**src/rtl/receiver_buffer.sv**
```systemverilog
// UART receive buffer: packs 4 received bytes (first byte MSB) into a word and
// queues words in a show-ahead FIFO that the core drains with read_req.
module receiver_buffer #(
    parameter int DEPTH_LOG2 = 2
) (
    input  logic                  CLK,
    input  logic                  reset,
    input  logic [7:0]            input_data,
    input  logic                  input_valid,
    input  logic                  read_req,
    output logic [31:0]           output_data,
    output logic                  data_valid,
    output logic                  full,
    output logic [DEPTH_LOG2:0]   count,
    output logic                  overflow
);

    localparam int DEPTH = 1 << DEPTH_LOG2;
    localparam logic [DEPTH_LOG2:0] DEPTH_C = (DEPTH_LOG2 + 1)'(DEPTH);

    typedef enum logic [1:0] {
        B0,
        B1,
        B2,
        B3
    } byte_e;

    byte_e                 state_q;
    logic [23:0]           sr_q;
    logic [DEPTH_LOG2-1:0] head_q;
    logic [DEPTH_LOG2-1:0] tail_q;
    logic [DEPTH_LOG2:0]   count_q;
    logic [DEPTH_LOG2:0]   count_d;
    logic [31:0]           mem_q [DEPTH];
    logic                  overflow_q;

    logic        pop;
    logic        push_req;
    logic        push;
    logic [31:0] word;

    assign word     = {sr_q, input_data};
    assign pop      = read_req && (count_q != '0);
    assign push_req = input_valid && (state_q == B3);
    // A full FIFO still accepts the word when the head leaves on the same edge.
    assign push     = push_req && ((count_q != DEPTH_C) || pop);

    always_comb begin
        count_d = count_q;
        if (push && !pop) begin
            count_d = count_q + 1'b1;
        end else if (pop && !push) begin
            count_d = count_q - 1'b1;
        end
    end

    always_ff @(posedge CLK) begin
        if (reset) begin
            state_q    <= B0;
            sr_q       <= '0;
            head_q     <= '0;
            tail_q     <= '0;
            count_q    <= '0;
            overflow_q <= 1'b0;
            for (int i = 0; i < DEPTH; i++) begin
                mem_q[i] <= '0;
            end
        end else begin
            if (input_valid) begin
                unique case (state_q)
                    B0: begin
                        sr_q[23:16] <= input_data;
                        state_q     <= B1;
                    end
                    B1: begin
                        sr_q[15:8] <= input_data;
                        state_q    <= B2;
                    end
                    B2: begin
                        sr_q[7:0] <= input_data;
                        state_q   <= B3;
                    end
                    B3: begin
                        state_q <= B0;
                    end
                endcase
            end
            if (push) begin
                mem_q[tail_q] <= word;
                tail_q        <= tail_q + 1'b1;
            end
            if (pop) begin
                head_q <= head_q + 1'b1;
            end
            if (push_req && !push) begin
                overflow_q <= 1'b1;
            end
            count_q <= count_d;
        end
    end

    assign output_data = mem_q[head_q];
    assign data_valid  = (count_q != '0);
    assign full        = (count_q == DEPTH_C);
    assign count       = count_q;
    assign overflow    = overflow_q;

endmodule

```
**config.mk**
```make
export PLATFORM = sky130hd
export DESIGN_NAME = receiver_buffer
export DESIGN_NICKNAME = d
export VERILOG_FILES = /design/src/rtl/receiver_buffer.sv
export SDC_FILE = /design/constraint.sdc
export NUM_CORES = 1
export LEC_CHECK = 0
export BUFFER_PORTS_ARGS = -buffer_cell sky130_fd_sc_hd__buf_2
export CAP_MARGIN = 20
export CORE_MARGIN = 8
export CORE_UTILIZATION = 50
export CTS_CLUSTER_DIAMETER = 100
export CTS_CLUSTER_SIZE = 20
export DETAILED_ROUTE_END_ITERATION = 8
export GPL_TIMING_DRIVEN = 1
export PLACE_DENSITY = 0.75
export RECOVER_POWER = 50
export SLEW_MARGIN = 25
export SYNTH_ARGS = -nofsm -noshare
export SYNTH_HDL_FRONTEND = slang
export SYNTH_SLANG_ARGS = --single-unit
```
**constraint.sdc**
```tcl
create_clock -name CLK -period 5.4 [get_ports CLK]
set_input_delay 0.54 -clock CLK [delete_from_list [all_inputs] [get_ports CLK]]
set_output_delay 0.54 -clock CLK [all_outputs]
set_load 0.005 [all_outputs]
```
After elaboration in Yosys (flattened, before gate mapping)

Memory sizes are Yosys's and may differ from the RTL's. A register that Yosys moved wholly into a read port is not among the register bits.
Cells that the tools add are included.

Eq/ne operators: 5
Reductions and logical operators: 16
Add/subtract/negate cells: 4
Mux-type cells: 13

Operators by type and width:

| kind                | count |
|---|---|
| $mux 32             | 1 |
| $reduce_or 32->1    | 1 |
| $pmux 2 s4          | 1 |
| $logic_and 1x1->1   | 6 |
| $mux 1              | 6 |
| $mux 2              | 3 |
| $mux 3              | 2 |
| $reduce_and 2->1    | 3 |
| $add 2x1->2 const B | 2 |
| $eq 2x2->1 const B  | 2 |
| $add 3x1->3 const B | 1 |
| $eq 3x3->1 const B  | 1 |
| $ne 3x3->1 const B  | 1 |
| $reduce_bool 3->1   | 1 |
| $sub 3x1->3 const B | 1 |
| $eq 2x1->1 const B  | 1 |
| $logic_not 1->1     | 2 |
| $logic_not 2->1     | 1 |
| $reduce_bool 2->1   | 1 |
| $logic_or 1x1->1    | 1 |

Bits in writable memories: 128
Word-level logic and storage cells: 47
Flip-flop bits (word level): 34
Memories: 1
Input port bits: 12

Memory list:

| memory | depth | width | rd ports | clocked after memory_dff | wr ports | line | RTL |
|---|---|---|---|---|---|---|---|
| mem_q  | 4     | 32    | 1        | 1                        | 4        | 34   | `logic [31:0] mem_q [DEPTH];` |

Longest topological paths before layout

Depth after elaboration: 9
Gate-level depth with buffers: 10

Least setup slack after synthesis

OpenSTA, ideal clock, no wires.

Kind: register -> register
Start point: register state_q[0]
End point: memory mem_q[0][0], enable pin
Cell stages (with the launch flop): 5
Clock period less this slack: 2.287 ns
Data arrival time: 1.897 ns
Slack: 3.113 ns
Buffers on the path: 0
Library setup time: 0.390 ns
Cells stage by stage: dfxtp_1 -> ha_1 -> nand2_1 -> or4_1 -> or2b_1

RTL lines:

| element                | line | RTL |
|---|---|---|
| from (decl)            | 28   | `byte_e state_q;` |
| from (signal assigned) | 59   | `state_q <= B0;` |
| from (signal assigned) | 73   | `state_q <= B1;` |
| from (signal assigned) | 77   | `state_q <= B2;` |
| to (decl)              | 34   |  |

==> key figures <==
Timing
  – Worst-margin pin slew: about 1.6 ns
  – Setup violators final: 0
  – Worst slew margin: -0.06587
  – Maximum clock rate: roughly 260 MHz
  – Final Max Slew Viols: about 60
  – Min Tclk post-route: about 3.8 ns
  – RSZ-0062 raised after global routing: false
  – Final period util: 0.7109
  – Clk_skew: around 0.0096 ns
  – Sum Neg Setup Slack: 0 ns
  – Final Hold Fails: 0

Detailed routing
  – Vias: 4348
  – Residual DRC: 0
  – DRT iter0 DRCs: between 400 and 500
  – Routed Wire Length: ~15000 um
  – DR pass1 iterations: 6
  – Number of nets with antenna violations after routing: 0
  – Routed length per instance: roughly 20 um
  – Vias/cell: between 5 and 6

Synthesis
  – Top area cells in the synthesized netlist: edfxtp_1 (55%), dfxtp_1 (10%), mux4_2 (10%)
  – Yosys warns: 0
  – Synth Cell Area: about 7000 um^2
  – Post-synth top area share: 0.5515
  – Synth Instances: about 520
  – Asr flop ratio synth: 0
  – Sequential area share after synthesis: 0.6549
  – Synth cell types: 37
  – Post-synth top cells: edfxtp_1 (128), nor2_1 (123), dfxtp_1 (36)
  – Yosys reg bits: about 160
  – Syn_area_per_cell: 13.38 um^2
  – Number of synthesized flops with an enable pin: ~130
  – Syn nets: between 500 and 600
  – Largest area contributor in the netlist: edfxtp_1
  – Count leader, synth: edfxtp_1
  – Primary FF master, synth: edfxtp_1

Clock network
  – Num CTS Buffers: 17
  – Maximum clock path buffer count: 2
  – Clock Sinks: around 160
  – Postcts setup bufs: 0
  – Clock Pin Slew Worst Setup and Hold Paths: around 0.06 ns
  – Post-CTS Resized: 0
  – CTS tree: done
  – CTS H-tree lvls: 4
  – # hold bufs at CTS: 0
  – Clock latency on the worst-skew pair: 0.43 ns
  – CTS Root Cell: clkbuf_16

Global routing
  – Initial antenna violation count: 0
  – First-pass GRT wire length: approximately 24000 um
  – Met2 Track Usage GR: 0.2921
  – Total congestion overflow: 0
  – All-Layer GR Usage: 0.1769
  – Largest net degree at the start of global routing: 73
  – GR peak layer: met2
  – GRT met3 Usage: 0.04749
  – Number of global-route vias before repair: about 4400
  – Met1 usage: 0.2128

Finish
  – Area grow syn2layout: 13.48%
  – Layout cell share with drive strength beyond 1: 0.2128
  – Final instance area: 7909 um^2
  – Ant diodes: 0
  – Nets: 584
  – Fin cells: between 700 and 800

Worst setup path
  – CP Class: in -> reg
  – Worst Setup Start Kind: input pin
  – Critical Path AT: about 3.9 ns
  – CP Capture Type: register
  – Critical Path Fanout Max: 33
  – Required @ worst endpoint: approximately 5.5 ns

Run status
  – Status: finished with violations
  – Failing checks: max-capacitance violations, max-slew violations

Flow run
  – Max Cap Viol: 2

Die
  – Cell row count: 43
  – IO Count: 50
  – Die height: between 100 and 150 um
  – Die footprint: between 15000 and 20000 um^2
  – Initial Utilization: 0.5060
  – Die width: 134.1 um
  – CORE AREA: approximately 14000 um^2

Min path
  – Min-Delay Path Class: reg -> reg

Placed design
  – Dpl cells: a little over 700
  – Placed standard-cell area: around 7300 um^2
  – # port buffers: 49
  – Post-DP HPWL: between 9000 and 10000 um
  – Routability-driven placement congestion ratio: just over 0.8

Power and ir drop
  – Cell Pwr Density: approximately 400 nW/um^2
  – Max IR drop VDD: roughly 0.26 mV
  – Leakage: 2.726 nW
## metal layers
layer | up-vias | routed length, um
li1 | 1962 | -
met1 | 2158 | 5896
met2 | 197 | 7807
met3 | 31 | 1223
met4 | 0 | 326
met5 | - | 0
## area by class of cell
cell class | count | area, um^2
clock buffers | 25 | 553.0
clock inverters | 7 | 53.80
well taps | 180 | 225.2
flip-flops and latches | 164 | 4566
multi-input cells | 318 | 2188
fillers | 1121 | 5864
inverters | 5 | 18.77
repair buffers | 59 | 304.0
## worst max-delay path: stages
cell,delay [ns]
clkbuf_1,0.99
nand3_1,0.20
or3_1,0.37
clkbuf_1,0.62
nand2b_1,0.76
buf_4,0.43
## cell families (layout without fill, tap and decap cells)
family	after synthesis	count (layout)	share of synthesized area
adders and majority gates	7	7	0.01364
DFF	164	164	0.6549
AOI/OAI and AO/OA	34	34	0.02639
xor gates and xnor gates	4	4	0.005026
buffers and inverters	39	96	0.03106
muxes	34	34	0.1063
and+or+nand+nor	239	239	0.1627
## state kept, by name, indices dropped and copies added, names as in the netlist, named ones only
name	cells
tail_q	2
head_q	2
state_q	2
overflow	1
sr_q	24
mem_q	128
count	3
## report_power, final
part / total, mW / leakage (nW) / internal [mW] / switching, mW
Sequential: 1.46 / 1.62 / 1.42 / 0.0447
Clock: 1.20 / 0.304 / 0.718 / 0.486
Combinational: 0.466 / 0.807 / 0.226 / 0.240
Total: 3.13 / 2.73 / 2.36 / 0.770
## worst paths after layout
path                    start      endpoint  slack (ns)  depth (start not counted)
hold reg to reg       sr_q[5]       sr_q[5]        0.45                          2
setup reg to reg     count[1]  mem_q[1][17]        1.73                          5
setup / recovery  input_valid  mem_q[1][17]        1.56                          6
hold / removal        sr_q[5]       sr_q[5]        0.45                          2
## layout by cell type (no fill, tap or decap), types with 2 or more instances in the layout
| cell type | instances |
|---|---|
| clkbuf_8 | 3 |
| edfxtp_1 | 128 |
| a21oi_1 | 26 |
| clkbuf_16 | 20 |
| clkinv_4 | 3 |
| nand2b_1 | 31 |
| dfxtp_1 | 35 |
| clkbuf_1 | 8 |
| nor2_2 | 3 |
| buf_2 | 45 |
| ha_1 | 6 |
| nor3b_1 | 5 |
| nand2_1 | 28 |
| mux2i_1 | 2 |
| nor2_1 | 123 |
| xor2_1 | 4 |
| buf_4 | 7 |
| or3_1 | 3 |
| and2_0 | 5 |
| nand3_1 | 30 |
| o21ai_0 | 3 |
| and4b_1 | 4 |
| inv_1 | 5 |
| mux4_2 | 32 |
| inv_4 | 3 |
## through the flow
step	hold slack, ns	power (mW)	utilization	setup slack, ns
detailed placement	0.4474	1.969	0.5313	2.183
floorplan	0.4368	1.795	-	3.113
finish	0.4547	3.134	0.5742	1.561
global placement	0.4426	1.953	0.5313	2.287
global route	0.4540	3.249	0.5742	1.353
CTS	0.4453	3.158	0.5754	2.628
(Power assumes the default switching activity.)
